--- src/rtl/seq_divider_32_pkg.sv ---
// Shared constants and state encoding for the iterative restoring divider.
package seq_divider_32_pkg;

  localparam int unsigned DEF_WIDTH = 32;
  localparam int unsigned DEF_CNT_W = 6;
  localparam int unsigned DIV_ITER  = DEF_WIDTH;

  typedef enum logic [1:0] {
    S_IDLE = 2'd0,
    S_RUN  = 2'd1,
    S_FIX  = 2'd2,
    S_DONE = 2'd3
  } state_t;

endpackage

--- src/rtl/seq_divider_32_div_step.sv ---
// One restoring-division iteration: shift {P,Q}, trial-subtract D, restore on borrow.
module seq_divider_32_div_step #(
  parameter int unsigned WIDTH = 32
) (
  input  logic [WIDTH:0]   p,
  input  logic [WIDTH-1:0] q,
  input  logic [WIDTH-1:0] d,
  output logic [WIDTH:0]   p_next,
  output logic [WIDTH-1:0] q_next
);

  logic [WIDTH:0] shifted;
  logic [WIDTH:0] trial;

  assign shifted = {p[WIDTH-1:0], q[WIDTH-1]};
  // Subtract as an add of the inverted divisor with carry-in 1.
  assign trial   = shifted + ~{1'b0, d} + (WIDTH+1)'(1);

  always_comb begin
    if (!trial[WIDTH]) begin
      p_next = trial;
      q_next = {q[WIDTH-2:0], 1'b1};
    end else begin
      p_next = shifted;
      q_next = {q[WIDTH-2:0], 1'b0};
    end
  end

endmodule

--- src/rtl/seq_divider_32.sv ---
// Multi-cycle DIV/DIVU unit: fixed WIDTH+2 cycle latency, sign fix-up after magnitude division.
module seq_divider_32
  import seq_divider_32_pkg::*;
#(
  parameter int unsigned WIDTH = DEF_WIDTH,
  parameter int unsigned CNT_W = DEF_CNT_W
) (
  input  logic             clk,
  input  logic             rst,
  input  logic             start,
  input  logic             is_signed,
  input  logic [WIDTH-1:0] dividend,
  input  logic [WIDTH-1:0] divisor,
  output logic             busy,
  output logic             done,
  output logic             div_zero,
  output logic [WIDTH-1:0] quotient,
  output logic [WIDTH-1:0] remainder
);

  state_t state, state_n;

  logic [WIDTH:0]   p, p_n;
  logic [WIDTH-1:0] q, q_n;
  logic [WIDTH-1:0] dvs;
  logic [WIDTH-1:0] dvd_raw;
  logic [CNT_W-1:0] cnt;
  logic             neg_q;
  logic             neg_r;
  logic             accept;
  logic             last_iter;

  assign accept    = start && (state == S_IDLE || state == S_DONE);
  assign last_iter = (cnt == CNT_W'(WIDTH - 1));

  seq_divider_32_div_step #(.WIDTH(WIDTH)) u_step (
    .p      (p),
    .q      (q),
    .d      (dvs),
    .p_next (p_n),
    .q_next (q_n)
  );

  always_ff @(posedge clk or posedge rst) begin
    if (rst) state <= S_IDLE;
    else     state <= state_n;
  end

  always_comb begin
    state_n = state;
    case (state)
      S_IDLE: if (start) state_n = S_RUN;
      S_RUN:  if (last_iter) state_n = S_FIX;
      S_FIX:  state_n = S_DONE;
      S_DONE: state_n = start ? S_RUN : S_IDLE;
      default: state_n = S_IDLE;
    endcase
  end

  // Operand capture, iteration datapath and result fix-up.
  always_ff @(posedge clk or posedge rst) begin
    if (rst) begin
      p         <= '0;
      q         <= '0;
      dvs       <= '0;
      dvd_raw   <= '0;
      cnt       <= '0;
      neg_q     <= 1'b0;
      neg_r     <= 1'b0;
      busy      <= 1'b0;
      done      <= 1'b0;
      div_zero  <= 1'b0;
      quotient  <= '0;
      remainder <= '0;
    end else begin
      done <= 1'b0;
      if (accept) begin
        neg_q    <= is_signed && (dividend[WIDTH-1] ^ divisor[WIDTH-1]);
        neg_r    <= is_signed && dividend[WIDTH-1];
        q        <= (is_signed && dividend[WIDTH-1]) ? -dividend : dividend;
        dvs      <= (is_signed && divisor[WIDTH-1]) ? -divisor : divisor;
        dvd_raw  <= dividend;
        div_zero <= (divisor == '0);
        p        <= '0;
        cnt      <= '0;
        busy     <= 1'b1;
      end else begin
        case (state)
          S_RUN: begin
            p   <= p_n;
            q   <= q_n;
            cnt <= cnt + CNT_W'(1);
          end
          S_FIX: begin
            quotient  <= div_zero ? '1 : (neg_q ? -q : q);
            remainder <= div_zero ? dvd_raw
                                  : (neg_r ? -p[WIDTH-1:0] : p[WIDTH-1:0]);
            busy      <= 1'b0;
            done      <= 1'b1;
          end
          default: ;
        endcase
      end
    end
  end

endmodule

--- config.mk ---
export PLATFORM = sky130hd
export DESIGN_NAME = seq_divider_32
export DESIGN_NICKNAME = d
export VERILOG_FILES = /design/src/rtl/seq_divider_32_pkg.sv /design/src/rtl/seq_divider_32_div_step.sv /design/src/rtl/seq_divider_32.sv
export SDC_FILE = /design/constraint.sdc
export NUM_CORES = 1
export LEC_CHECK = 0
export CAP_MARGIN = 10
export CORE_MARGIN = 4
export CORE_UTILIZATION = 30
export DETAILED_ROUTE_END_ITERATION = 12
export GPL_TIMING_DRIVEN = 0
export HOLD_SLACK_MARGIN = 0.12
export PLACE_DENSITY = 0.58
export REMOVE_ABC_BUFFERS = 1
export SYNTH_ARGS = -nofsm -noshare
export SYNTH_HDL_FRONTEND = slang
export SYNTH_SLANG_ARGS = --single-unit
export TNS_END_PERCENT = 1
--- constraint.sdc ---
create_clock -name clk -period 11.95 [get_ports clk]
set_clock_uncertainty 0.15 [all_clocks]
set_input_delay 3.585 -clock clk [delete_from_list [all_inputs] [get_ports clk]]
set_output_delay 3.585 -clock clk [all_outputs]
set_load 0.02 [all_outputs]
==> results.cfg <==
[yosys]
async_flop_share = 1.00
ys_seq_elements = 205
avgSynthCellArea_um2 = 8.32
synth_edf_count = 0
seq_area_frac_synth = 0.402
ys.flop_type = dfrtp_1
syn_area_mm2 = 0.0128
synthCells = 1534
synth_cell_type_count = 64
ys_warn_count = 0

[timing]
max_clock_freq_mhz = 159
max_slew.worst_pin.slew_ps = 1100
finalCriticalPeriod_ps = 6310
period_share = 0.528
setup_viol = 0
rsz0062_at_grt = false
slew_violations = 0
relSlewSlack = 0.268
hold_viol = 0

[setup_path]
cp_slowest_cell = or4_1
start_kind = input port
cp_cell_sequence = clkdlybuf4s50_1 > or4_1 > or3_1 > nor3_1 > nand3_1 > or3b_2 > nand2_1 > xor2_1 > a21oi_1
path_class = in -> reg
ff2ff_setup_slack_ps = 7420
cp_data_required_time_ps = 12200
crit_path_max_fanout = 6
worst_path_largest_cell_delay_ps = 620
cp.arrival_ps = 6560
worstSetupEndpointType = flop

[drt]
drc = 0
dr.pass1.iters = 5
vias = 10700
postRouteAntennaNets = 0
drt-total-wl_um = 34000
drt_iter0_markers = 550
viasPerCell = 4.90
post_drt_wl_per_cell_um = 15.6

[global_routing]
grt_start_max_net_pins = 129
grt_use_met3 = 0.0244
grtUsageTotal = 0.144
globalRouteMet1Util = 0.192
grt_pass1_vias = 10600
grt_pass1_wl_um = 56200
busiest_layer = met2
grt_use_met2 = 0.246
antenna_found_initial = 0
grt_overflow = 0

[die]
die_h_um = 214
pin_count = 135
core_mm2 = 0.0420
die_w_um = 214
rows = 75
die_area_mm2 = 0.0459
start_util = 0.304

[power]
p_seq_frac = 0.280
power.total_w = 0.00488
power.density_mw_per_mm2 = 314
p_sw_frac = 0.455
p_int_w = 0.00266
peakVddDrop_mv = 0.130
p_clk_frac = 0.161
leakage_nw = 6.54
combinationalPowerShare = 0.559
p_sw_w = 0.00222

[cells_and_area]
n_antenna_cell = 0
fin_area_mm2 = 0.0155
final_common_cell = nand2_1
nets = 1733
areaGrowthSynthToFinish_pct = 21.5
final_cell_mix = nand2_1, dfrtp_1, o21ai_0, clkdlybuf4s50_1, a21oi_1
layout-drive-gt1-share = 0.0457
fin_util = 0.369

[clock_tree]
post_cts_buffers = 0
cts_tree = built
cts_hold_buf = 0
cts_root_buf = clkbuf_16
numCtsBuffers = 24
cts_max_level = 1
clk_pin_slew_ps = 60
clk_path_buf_depth = 3
cts_resized = 0
clk_latency_ps = 520
cts.sinks = 205

[place]
gp_congestion = 0.819
io_buffers = 134
place_area_mm2 = 0.0147
dp_hpwl_um = 25200

[min_path]
min_path_type = reg -> reg

[run_status]
status = finished clean

[run]
max_cap_viol_count = 0
## critical path: cells and delay by family
family	cells	cell delay, ps
AND/OR/NAND/NOR	6	2170
buffers and inverters	1	530
XOR/XNOR	1	180
AO/OA/AOI/OAI	1	90
## registers in the layout, indices dropped and copies added, names as in the netlist
| register | cells |
|---|---|
| cnt | 6 |
| q | 32 |
| div_zero | 1 |
| p | 32 |
| remainder | 32 |
| neg_q | 1 |
| neg_r | 1 |
| busy | 1 |
| dvs | 32 |
| quotient | 32 |
| state | 2 |
| done | 1 |
| dvd_raw | 32 |
## worst paths after layout
path	cells after the start	startpoint	endpoint
setup / recovery	9	dividend[6]	q[29]$_DFFE_PP0P_
hold / removal	2	quotient[28]$_DFFE_PP0P_	quotient[28]$_DFFE_PP0P_
setup reg to reg	12	q[31]$_DFFE_PP0P_	p[15]$_DFFE_PP0P_
hold reg to reg	2	quotient[28]$_DFFE_PP0P_	quotient[28]$_DFFE_PP0P_
max in group asynchronous	3	rst	div_zero$_DFFE_PP0P_
min in group asynchronous	2	rst	quotient[0]$_DFFE_PP0P_
## synthesized netlist by cell type, drive strengths merged (6+ instances only)
master	count	area share
o21ai	177	0.069
dfrtp	205	0.40
nor2b	10	0.0049
or4	11	0.0069
buf	22	0.0079
or3	15	0.0086
o41ai	16	0.012
ha	42	0.041
inv	57	0.017
nand3	14	0.0055
nand4	9	0.0044
a21oi	104	0.041
nor3	16	0.0063
nor4	8	0.0039
a21o	13	0.0076
nand2b	17	0.0083
nor2	98	0.029
clkbuf	57	0.017
xnor2	68	0.048
a31oi	39	0.019
mux2i	36	0.028
o211ai	6	0.0035
xor2	86	0.060
o31ai	32	0.019
nand2	316	0.093
## per-layer routing
layer | vias up | routed length, um
met1 | 4969 | 15800
met3 | 38 | 1540
met5 | - | 0
met4 | 0 | 584
li1 | 5482 | -
met2 | 195 | 16100
## power groups by stage
stage	clock network, W	logic [W]	registers (W)
after floorplan	0	0.00188	0.00140
after global placement	0	0.00270	0.00137
after detailed placement	0	0.00274	0.00137
after CTS	0.000810	0.00275	0.00137
after global routing	0.000834	0.00308	0.00142
final	0.000783	0.00273	0.00137
## stage by stage
stage / cells / setup WS (ps) / setup TNS, ps / hold WS (ps)
after floorplan: 1455 / 2620 / 0 / 295
after global placement: 2128 / -581 / -67420 / 308
after detailed placement: 2135 / 5090 / 0 / 311
after CTS: 2179 / 5630 / 0 / 325
after global routing: 2179 / 5350 / 0 / 335
final: 2179 / 5640 / 0 / 315
## cell type report
type / count / area (um^2)
fill: 4290 / 26500
clock inverter: 9 / 120
sequential: 205 / 5130
multi-input combinational: 1192 / 7130
timing repair buffer: 141 / 1500
inverter: 58 / 225
clock buffer: 35 / 733
tap: 539 / 674
## logic make-up (layout without fill, tap and decap cells)
group,count (synthesis),count (layout),synth area share
fa+ha+maj,43,43,0.0427
buf+inv,137,243,0.0420
compound gates,423,423,0.194
mux,37,37,0.0291
simple gates,535,535,0.182
xor+xnor,154,154,0.109
flops,205,205,0.402
Note: power is estimated with default switching activity, not from simulation.
